$ cat src/rtl/multi_producer.sv
// multi_producer: NUM_CH independent burst producers emitting address/ID items under a valid/stall handshake.
// Optional feature macro PRODUCER_STALL_CNT_EN adds per-channel saturating stall counters on stall_count.
`ifndef ADDRESS_WIDTH
`define ADDRESS_WIDTH 32
`endif
`ifndef ID_WIDTH
`define ID_WIDTH 8
`endif

module multi_producer #(
    parameter int NUM_CH    = 2,
    parameter int ADDR_W    = `ADDRESS_WIDTH,
    parameter int ID_W      = `ID_WIDTH,
    parameter int SEQ_W     = 4,
    parameter int STRIDE    = 4,
    parameter int BURST_LEN = 16
) (
    input  logic                     clk,
    input  logic                     reset,
    input  logic [NUM_CH-1:0]        start,
    input  logic [NUM_CH-1:0]        in_stall,
    output logic [NUM_CH*ADDR_W-1:0] out_address,
    output logic [NUM_CH*ID_W-1:0]   out_id,
    output logic [NUM_CH-1:0]        out_valid,
    output logic [NUM_CH-1:0]        done,
    output logic                     busy
`ifdef PRODUCER_STALL_CNT_EN
    ,
    output logic [NUM_CH*16-1:0]     stall_count
`endif
);

    typedef enum logic [1:0] {
        ST_IDLE   = 2'd0,
        ST_ACTIVE = 2'd1,
        ST_DONE   = 2'd2
    } state_t;

    localparam int TAG_W = ID_W - SEQ_W;
    localparam int CNT_W = (BURST_LEN > 1) ? $clog2(BURST_LEN) : 1;
    localparam logic [CNT_W-1:0]  LAST_CNT = CNT_W'(BURST_LEN - 1);
    localparam logic [ADDR_W-1:0] STRIDE_V = ADDR_W'(STRIDE);

    logic [NUM_CH-1:0] active_s;
    logic              busy_r;

    for (genvar c = 0; c < NUM_CH; c++) begin : g_ch
        localparam logic [TAG_W-1:0] TAG = TAG_W'(c + 1);

        state_t            state_r, state_s;
        logic [ADDR_W-1:0] addr_r, addr_s;
        logic [ID_W-1:0]   id_r, id_s;
        logic [CNT_W-1:0]  cnt_r, cnt_s;
        logic              valid_r, valid_s;
        logic              done_r, done_s;

        // Next-state and next-output logic for one channel; the ID tag is fixed per channel.
        always_comb begin
            state_s = state_r;
            addr_s  = addr_r;
            id_s    = id_r;
            cnt_s   = cnt_r;
            valid_s = 1'b0;
            done_s  = 1'b0;
            case (state_r)
                ST_IDLE: begin
                    if (start[c]) begin
                        state_s = ST_ACTIVE;
                        addr_s  = {ADDR_W{1'b0}};
                        id_s    = {TAG, {SEQ_W{1'b0}}};
                        cnt_s   = {CNT_W{1'b0}};
                        valid_s = 1'b1;
                    end else begin
                        state_s = ST_IDLE;
                    end
                end
                ST_ACTIVE: begin
                    if (in_stall[c]) begin
                        valid_s = 1'b1;
                    end else if (cnt_r == LAST_CNT) begin
                        state_s = ST_DONE;
                        done_s  = 1'b1;
                    end else begin
                        addr_s  = addr_r + STRIDE_V;
                        id_s    = {TAG, id_r[SEQ_W-1:0] + SEQ_W'(1)};
                        cnt_s   = cnt_r + CNT_W'(1);
                        valid_s = 1'b1;
                    end
                end
                ST_DONE: begin
                    state_s = ST_IDLE;
                end
                default: begin
                    state_s = ST_IDLE;
                end
            endcase
        end

        // Channel state and registered outputs.
        always_ff @(posedge clk) begin
            if (reset) begin
                state_r <= ST_IDLE;
                addr_r  <= {ADDR_W{1'b0}};
                id_r    <= {ID_W{1'b0}};
                cnt_r   <= {CNT_W{1'b0}};
                valid_r <= 1'b0;
                done_r  <= 1'b0;
            end else begin
                state_r <= state_s;
                addr_r  <= addr_s;
                id_r    <= id_s;
                cnt_r   <= cnt_s;
                valid_r <= valid_s;
                done_r  <= done_s;
            end
        end

`ifdef PRODUCER_STALL_CNT_EN
        logic [15:0] stall_cnt_r;

        // Saturating count of cycles an offered item is held back by the consumer.
        always_ff @(posedge clk) begin
            if (reset) begin
                stall_cnt_r <= 16'h0000;
            end else if ((state_r == ST_IDLE) && start[c]) begin
                stall_cnt_r <= 16'h0000;
            end else if (valid_r && in_stall[c] && (stall_cnt_r != 16'hFFFF)) begin
                stall_cnt_r <= stall_cnt_r + 16'h0001;
            end else begin
                stall_cnt_r <= stall_cnt_r;
            end
        end

        assign stall_count[c*16 +: 16] = stall_cnt_r;
`endif

        assign active_s[c]                   = (state_s != ST_IDLE);
        assign out_address[c*ADDR_W +: ADDR_W] = addr_r;
        assign out_id[c*ID_W +: ID_W]          = id_r;
        assign out_valid[c]                    = valid_r;
        assign done[c]                         = done_r;
    end

    // Busy tracks the post-edge state of every channel so it is aligned with the channel outputs.
    always_ff @(posedge clk) begin
        if (reset) begin
            busy_r <= 1'b0;
        end else begin
            busy_r <= |active_s;
        end
    end

    assign busy = busy_r;

endmodule

$ cat config.mk
export PLATFORM = sky130hd
export DESIGN_NAME = multi_producer
export DESIGN_NICKNAME = d
export VERILOG_FILES = /design/src/rtl/multi_producer.sv
export SDC_FILE = /design/constraint.sdc
export NUM_CORES = 1
export LEC_CHECK = 0
export CORE_ASPECT_RATIO = 0.5
export CORE_MARGIN = 2
export CORE_UTILIZATION = 51
export DETAILED_ROUTE_END_ITERATION = 8
export PLACE_DENSITY = 0.91
export SKIP_CTS_REPAIR_TIMING = 1
export SLEW_MARGIN = 15
export SYNTH_ARGS = -nofsm -noshare
export SYNTH_HDL_FRONTEND = slang
export SYNTH_SLANG_ARGS = --single-unit
$ cat constraint.sdc
create_clock -name clk -period 2.8 [get_ports clk]
set_clock_uncertainty 0.15 [all_clocks]
set_input_delay 0.28 -clock clk [delete_from_list [all_inputs] [get_ports clk]]
set_output_delay 0.28 -clock clk [all_outputs]
set_load 0.03 [all_outputs]
==> results_tabular.tex, run 1 <==
\begin{tabular}{lr}
\hline
Metric & Value \\
\hline
\multicolumn{2}{l}{\textbf{GRT}} \\
Wire length of the first global-routing pass & 16800 µm \\
GR met2 Demand/Resource & 40.6\% \\
GR Layer Usage met3 & 5.85\% \\
Pin count of the biggest net entering global routing & 27 \\
Global routing usage on met1 & 27.4\% \\
Total GRT Usage & 22.9\% \\
Sum of overflow across all layers after global routing & 0 \\
Layer with the highest usage & met2 \\
Antenna violations before repair & 0 \\
Via count of the first global-routing pass & 3674 \\
\multicolumn{2}{l}{\textbf{STA}} \\
Final hold violations & 0 \\
FMAX & 427 MHz \\
Worst-margin pin slew & 0.798 ns \\
Setup repair after global routing missed its margin & false \\
Number of endpoints failing setup at the final stage & 0 \\
Max transition margin & 46.6\% \\
Post-route setup TNS & 0 ns \\
Final Slew Violations & 0 \\
Period utilisation layout & 83.6\% \\
Final worst-path setup slack & 0.458 ns \\
Hold Slack & 0.316 ns \\
Min Tclk post-route & 2.34 ns \\
\multicolumn{2}{l}{\textbf{Yosys}} \\
Number of cells produced by synthesis & 503 \\
Number of storage elements in the synthesis netlist & 87 \\
Cell type contributing the most total cell area after synthesis & sky130\_fd\_sc\_hd\_\_dfxtp\_1 \\
Ranking of synthesized cells by area & sky130\_fd\_sc\_hd\_\_dfxtp\_1 41\%, sky130\_fd\_sc\_hd\_\_mux2i\_1 7.7\%, sky130\_fd\_sc\_hd\_\_nand2\_1 4.7\% \\
Predominant post-synthesis flop cell & sky130\_fd\_sc\_hd\_\_dfxtp\_1 \\
Post-synthesis instance area & 0.00428 mm² \\
Number of enable flip-flop cells after synthesis & 0 \\
Most frequent cell after synthesis & sky130\_fd\_sc\_hd\_\_dfxtp\_1 \\
Sequential element share of the synthesized area & 40.7\% \\
Number of warnings issued by yosys & 0 \\
Most frequent cells after synthesis & 87 x sky130\_fd\_sc\_hd\_\_dfxtp\_1, 54 x sky130\_fd\_sc\_hd\_\_nand2\_1, 33 x sky130\_fd\_sc\_hd\_\_mux2i\_1, 30 x sky130\_fd\_sc\_hd\_\_a21oi\_1, 30 x sky130\_fd\_sc\_hd\_\_or3\_1 \\
Share of synthesized flip-flops with an asynchronous set or reset & 0\% \\
Syn\_area\_per\_cell & 8.51 µm² \\
Distinct cells, synth & 41 \\
Area share of the leading cell type in the synthesized netlist & 40.7\% \\
\multicolumn{2}{l}{\textbf{Placement}} \\
Worst setup slack before clock tree synthesis & 0.390 ns \\
Post-detailed-placement half-perimeter wirelength & 6870 µm \\
Number of I/O port buffers & 80 \\
Gpl congestion & 0.873 \\
\multicolumn{2}{l}{\textbf{Routing}} \\
DRC viols & 0 \\
Vias & 4047 \\
Initial DRC count & 313 \\
Routed len/inst & 14.7 µm \\
Final routed wirelength across all metal layers & 10200 µm \\
Remaining number of nets flagged by the antenna check after routing & 0 \\
Average via count per standard cell & 5.87 \\
Drt pass-1 iters & 5 \\
\multicolumn{2}{l}{\textbf{Cells and area}} \\
Nets & 585 \\
Diode count & 0 \\
Signed area change from the synthesized netlist to the final layout & 26.2\% \\
Layout cell share with drive strength beyond 1 & 6.92\% \\
\multicolumn{2}{l}{\textbf{Power and ir drop}} \\
Register share of total power & 48.7\% \\
Maximum ir drop on the vdd rail & 0.328 mV \\
Net switching power of the design & 0.629 mW \\
Net switching fraction of the power & 24.3\% \\
Share of total power in combinational logic & 7.6\% \\
Ratio of total power to cell area & 479 mW/mm² \\
Leakage component of the power & 1.78 nW \\
Part of the total power dissipated in the clock network & 43.6\% \\
Total chip power & 2.59 mW \\
Design internal power & 1.96 mW \\
\multicolumn{2}{l}{\textbf{CTS}} \\
Clock tree from TritonCTS & yes \\
Max H-tree Level & 3 \\
Number of buffers added by the clock tree synthesis step & 9 \\
CTS clk-pin slew, worst paths & 0.06 ns \\
Clock tree sinks & 87 \\
Later-pin clock latency in the skew report & 0.35 ns \\
Max Buffers Root-to-Sink & 2 \\
Root Buffer & sky130\_fd\_sc\_hd\_\_clkbuf\_16 \\
\multicolumn{2}{l}{\textbf{Die}} \\
Die width & 134 µm \\
Starting utilization of the core area & 52.9\% \\
Vertical extent of the die & 68.8 µm \\
Total core area & 0.00809 mm² \\
Area of the die & 0.00919 mm² \\
Num rows & 23 \\
I/O pin count & 91 \\
\multicolumn{2}{l}{\textbf{Worst setup path}} \\
Required time at the endpoint of the critical path & 2.92 ns \\
Worst-path maximum fanout & 13 \\
CP Data Arrival Time & 2.46 ns \\
CP endpoint kind & flop \\
Crit Path Class & flop to flop \\
Kind of launch point of the worst setup path & flop \\
\multicolumn{2}{l}{\textbf{Worst hold path}} \\
Type of the most critical hold path & flop to flop \\
\multicolumn{2}{l}{\textbf{Status}} \\
Status & finished clean \\
\multicolumn{2}{l}{\textbf{Job}} \\
Maximum capacitance violations & 0 \\
\hline
\end{tabular}
logic make-up after synthesis:
group	after synthesis	share of synthesized area, %
AO/OA/AOI/OAI	68	9.79
XOR/XNOR	9	1.84
adder cells (fa/ha/maj)	6	1.75
buffers and inverters	55	6.34
flip-flops	87	40.7
multiplexers	33	7.71
other	1	0.0876
AND/OR/NAND/NOR	244	31.8
through the flow:
step | util (%) | area (µm²) | instances
after floorplan | - | 4320 | 512
after detailed placement | 63.4 | 5130 | 674
final | 66.8 | 5400 | 690
after CTS | 66.8 | 5400 | 690
after global routing | 66.8 | 5400 | 690
after global placement | 63.4 | 5130 | 674
path summary, 6_finish.rpt:
| kind | slack (ns) | to | from | cells after the start |
|---|---|---|---|---|
| min reg2reg | 0.32 | g_ch[0].id_r[4]$_SDFFE_PP0P_ | g_ch[0].id_r[4]$_SDFFE_PP0P_ | 2 |
| min | 0.32 | g_ch[0].id_r[4]$_SDFFE_PP0P_ | g_ch[0].id_r[4]$_SDFFE_PP0P_ | 2 |
| max reg2reg | 0.46 | g_ch[1].addr_r[27]$_SDFFE_PP0P_ | g_ch[1].cnt_r[0]$_SDFFE_PP0P_ | 6 |
| max | 0.46 | g_ch[1].addr_r[27]$_SDFFE_PP0P_ | g_ch[1].cnt_r[0]$_SDFFE_PP0P_ | 6 |
state kept, by name, indices dropped and copies added, names as in the netlist:
signal	cells
g_ch.valid_r	2
g_ch.id_r	10
g_ch.state_r	4
busy	1
g_ch.addr_r	60
g_ch.done_r	2
g_ch.cnt_r	8
cell type report:
class | instances | area (µm²)
clock buffers | 12 | 256
clock inverters | 4 | 20.0
fillers | 652 | 2680
inverters | 12 | 45.0
multi-input cells | 370 | 2300
flip-flops and latches | 87 | 1740
well taps | 112 | 140
repair buffers | 93 | 898
power by group through the flow:
stage               logic, mW  clock network [mW]  registers (mW)
finish                  0.198                1.13            1.26
CTS                     0.197                1.14            1.26
global placement        0.191                   0            1.29
detailed placement      0.195                   0            1.29
floorplan               0.135                   0            1.30
global route            0.217                1.19            1.26
layer usage:
| metal | up-vias | wire length [µm] |
|---|---|---|
| met3 | 11 | 603 |
| met2 | 120 | 4910 |
| met5 | - | 0 |
| li1 | 1981 | - |
| met1 | 1935 | 4550 |
| met4 | 0 | 112 |
worst max-delay path, cell delays in order (launching register included):
cell and delay [ns]:
sky130_fd_sc_hd__dfxtp_1 0.33, sky130_fd_sc_hd__ha_1 0.23, sky130_fd_sc_hd__nand4_1 0.25, sky130_fd_sc_hd__nand3_1 0.39, sky130_fd_sc_hd__buf_4 0.31, sky130_fd_sc_hd__nor4_1 0.37, sky130_fd_sc_hd__mux2i_1 0.23
cell usage in the layout (no fill, tap or decap), types with 4 or more instances in the layout:
cell	netlist	routed
sky130_fd_sc_hd__ha_1	6	6
sky130_fd_sc_hd__dfxtp_1	87	87
sky130_fd_sc_hd__clkinv_2	0	4
sky130_fd_sc_hd__or3_1	30	30
sky130_fd_sc_hd__a21oi_1	30	30
sky130_fd_sc_hd__mux2i_1	33	33
sky130_fd_sc_hd__o21ai_0	8	8
sky130_fd_sc_hd__conb_1	1	10
sky130_fd_sc_hd__o31ai_1	17	17
sky130_fd_sc_hd__nor3b_1	4	4
sky130_fd_sc_hd__and3_1	8	8
sky130_fd_sc_hd__inv_1	12	12
sky130_fd_sc_hd__and4_1	7	7
sky130_fd_sc_hd__a22oi_1	6	6
sky130_fd_sc_hd__or4_1	20	20
sky130_fd_sc_hd__buf_4	15	13
sky130_fd_sc_hd__clkdlybuf4s50_1	0	80
sky130_fd_sc_hd__nor3_1	13	13
sky130_fd_sc_hd__nor4_1	13	13
sky130_fd_sc_hd__xor2_1	7	7
sky130_fd_sc_hd__clkbuf_16	0	9
sky130_fd_sc_hd__nand3_1	22	22
sky130_fd_sc_hd__nand2_1	54	54
sky130_fd_sc_hd__nand4_1	27	27
sky130_fd_sc_hd__nor2_1	28	28
Power figures use the tool's default switching activity.
==> inputs of run 2 (changes only) <==
- CORE_UTILIZATION: 51 -> 46
- PLACE_DENSITY: 0.91 -> 0.87
- clock period: 2.8 -> 2 ns (I/O delays scaled with it)
==> run 2 against run 1 <==
Net effect: clock power is 46% higher; final cell count is 7.2% higher; hold slack worse by 0.018 ns; total power increased by 44%; design area up 8.5%; clock-buffer cell count is 3 lower.
==> results_tabular.tex, run 2 (synthesis gave the netlist of run 1 again) <==
\begin{tabular}{lr}
\hline
Metric & Value \\
\hline
\multicolumn{2}{l}{\textbf{Status}} \\
Status & finished clean \\
\multicolumn{2}{l}{\textbf{Job}} \\
Maximum capacitance violations & 0 (unchanged) \\
\multicolumn{2}{l}{\textbf{Routing}} \\
Initial DRC count & 201 (-36\%) \\
Remaining number of nets flagged by the antenna check after routing & 0 (unchanged) \\
DRC viols & 0 (unchanged) \\
Routed len/inst & 15.0 µm (+1.6\%) \\
Average via count per standard cell & 5.71 (-2.6\%) \\
Drt pass-1 iters & 4 (-1) \\
Final routed wirelength across all metal layers & 11100 µm (+8.9\%) \\
Vias & 4226 (+4.4\%) \\
\multicolumn{2}{l}{\textbf{Power and ir drop}} \\
Leakage component of the power & 2.02 nW (+13\%) \\
Total chip power & 3.73 mW (+44\%) \\
Net switching fraction of the power & 24.2\% (-0.12 points) \\
Register share of total power & 47.4\% (-1.3 points) \\
Share of total power in combinational logic & 8.4\% (+0.8 points) \\
Design internal power & 2.83 mW (+44\%) \\
Maximum ir drop on the vdd rail & 0.423 mV (+29\%) \\
Net switching power of the design & 0.900 mW (+43\%) \\
Ratio of total power to cell area & 636 mW/mm² (+33\%) \\
Part of the total power dissipated in the clock network & 44.2\% (+0.6 points) \\
\multicolumn{2}{l}{\textbf{Worst setup path}} \\
CP Data Arrival Time & 2.07 ns (-0.39 ns) \\
Delay of the slowest critical-path stage & 0.48 ns (+0.09 ns) \\
Worst path slowest cell & sky130\_fd\_sc\_hd\_\_or4\_1 \\
Worst-path maximum fanout & 6 (-7) \\
Crit Path Class & flop to flop \\
Kind of launch point of the worst setup path & flop \\
Required time at the endpoint of the critical path & 2.13 ns (-0.79 ns) \\
CP endpoint kind & flop \\
CP Cell Sequence & ha\_2 > nand3\_2 > or3\_4 > or4\_1 > a21oi\_1 \\
\multicolumn{2}{l}{\textbf{STA}} \\
FMAX & 517 MHz (+21\%) \\
Post-route setup TNS & 0 ns (unchanged) \\
Final worst-path setup slack & 0.0644 ns (-0.394 ns) \\
Setup repair after global routing missed its margin & true \\
Period utilisation layout & 96.8\% (+13 points) \\
Number of endpoints failing setup at the final stage & 0 (unchanged) \\
Final hold violations & 0 (unchanged) \\
Final Slew Violations & 0 (unchanged) \\
Max transition margin & 43.4\% (-3.2 points) \\
Worst-margin pin slew & 0.846 ns (+0.0474 ns) \\
Min Tclk post-route & 1.94 ns (-0.406 ns) \\
\multicolumn{2}{l}{\textbf{CTS}} \\
CTS clk-pin slew, worst paths & 0.07 ns (about the same) \\
Clock tree sinks & 87 (unchanged) \\
Max Buffers Root-to-Sink & 2 (unchanged) \\
Max H-tree Level & 3 (unchanged) \\
Later-pin clock latency in the skew report & 0.34 ns (about the same) \\
Number of buffers added by the clock tree synthesis step & 9 (unchanged) \\
Root Buffer & sky130\_fd\_sc\_hd\_\_clkbuf\_16 \\
Clock tree from TritonCTS & yes \\
\multicolumn{2}{l}{\textbf{Cells and area}} \\
Layout cell share with drive strength beyond 1 & 17.0\% (+10 points) \\
Nets & 630 (+7.7\%) \\
Top Registers & g\_ch.addr\_r x60, g\_ch.id\_r x10, g\_ch.cnt\_r x8 \\
Number of flip-flops in the largest register & 60 (unchanged) \\
Most frequent standard cell in the layout excluding fill and tap cells & sky130\_fd\_sc\_hd\_\_clkdlybuf4s50\_1 \\
Post-Layout Inst Area & 0.00586 mm² (+8.5\%) \\
Most flops, register & g\_ch.addr\_r \\
Final standard cell utilization of the core & 66.2\% (-0.65 points) \\
Filler cell count & 692 (+6.1\%) \\
Commonest cells after routing, fill and taps aside & 80 x sky130\_fd\_sc\_hd\_\_clkdlybuf4s50\_1, 74 x sky130\_fd\_sc\_hd\_\_dfxtp\_1, 56 x sky130\_fd\_sc\_hd\_\_buf\_4 \\
Signed area change from the synthesized netlist to the final layout & 36.9\% \\
Diode count & 0 (unchanged) \\
\multicolumn{2}{l}{\textbf{GRT}} \\
Antenna violations before repair & 0 (unchanged) \\
Wire length of the first global-routing pass & 17500 µm (+4.0\%) \\
Total GRT Usage & 21.2\% (-1.7 points) \\
Pin count of the biggest net entering global routing & 27 (unchanged) \\
Sum of overflow across all layers after global routing & 0 (unchanged) \\
Via count of the first global-routing pass & 3798 (+3.4\%) \\
\multicolumn{2}{l}{\textbf{Die}} \\
Starting utilization of the core area & 48.3\% (-4.6 points) \\
I/O pin count & 91 (unchanged) \\
Num rows & 24 (+4.3\%) \\
Total core area & 0.00886 mm² (+9.5\%) \\
Vertical extent of the die & 72.2 µm (+5.0\%) \\
Area of the die & 0.0101 mm² (+10\%) \\
Die width & 140 µm (+5.1\%) \\
\multicolumn{2}{l}{\textbf{Placement}} \\
Number of I/O port buffers & 80 (unchanged) \\
Gpl congestion & 0.882 (+1.1\%) \\
Cell area reported after detailed placement & 0.00550 mm² (+7.3\%) \\
Post-detailed-placement half-perimeter wirelength & 7710 µm (+12\%) \\
Worst setup slack before clock tree synthesis & -0.102 ns (-0.492 ns) \\
\multicolumn{2}{l}{\textbf{Worst hold path}} \\
Type of the most critical hold path & flop to flop \\
\hline
\end{tabular}
==> run 2: cell count changes in the layout (fill, tap and decap cells not counted), moves of 4 or more <==
cell | before | now
sky130_fd_sc_hd__buf_4 | 13 | 56
sky130_fd_sc_hd__dfxtp_1 | 87 | 74
sky130_fd_sc_hd__dfxtp_2 | 0 | 11
sky130_fd_sc_hd__nor4_1 | 13 | 9
==> run 2: metal layers <==
metal / up-vias / GRT usage [%] / part of all wire (%)
li1: 2067 / - / -
met1: 2030 / 26.3 / 45
met2: 112 / 36.9 / 49
met3: 17 / 4.62 / 4.5
met4: 0 / 7.74 / 1.5
met5: - / 0 / 0
==> run 2: power groups by stage <==
stage                     combinational [mW]  sequential, mW  clock [mW]
after floorplan                        0.189            1.82           0
after global placement                 0.300            1.80           0
after detailed placement               0.307            1.80           0
after CTS                              0.309            1.77        1.66
after global routing                   0.339            1.77        1.74
final                                  0.314            1.77        1.65
==> run 2: area by class of cell <==
cell class	count	area, µm²	share of cell area (%)
Multi-Input combinational cell	370	2370	40.4
Sequential cell	87	1760	30.1
Clock buffer	9	225	3.84
Clock inverter	7	63.8	1.09
Inverter	12	45.0	0.768
Tap cell	117	146	2.50
Timing Repair Buffer	138	1250	21.4
==> run 2: critical path, delay by kind of cell, from the launching register on <==
family                   cells  cell delay (ns)
adder cells (fa/ha/maj)      1             0.20
AO/OA/AOI/OAI                1             0.15
AND/OR/NAND/NOR              3             0.99
flip-flops                   1             0.38
==> run 2: path summary, 6_finish.rpt <==
| check | end | slack [ns] | depth (start not counted) | startpoint |
|---|---|---|---|---|
| worst min register to register | g_ch[0].id_r[4]$_SDFFE_PP0P_ | 0.30 | 2 | g_ch[0].id_r[4]$_SDFFE_PP0P_ |
| worst min-delay path | g_ch[0].id_r[4]$_SDFFE_PP0P_ | 0.30 | 2 | g_ch[0].id_r[4]$_SDFFE_PP0P_ |
| worst max-delay path | g_ch[0].addr_r[26]$_SDFFE_PP0P_ | 0.06 | 5 | g_ch[0].addr_r[2]$_SDFFE_PP0P_ |
| worst max register to register | g_ch[0].addr_r[26]$_SDFFE_PP0P_ | 0.06 | 5 | g_ch[0].addr_r[2]$_SDFFE_PP0P_ |
==> run 2: through the flow <==
stage,instances,hold WS [ns]
finish,740,0.298
global route,740,0.343
CTS,739,0.303
detailed placement,723,0.294
global placement,723,0.285
floorplan,512,0.245
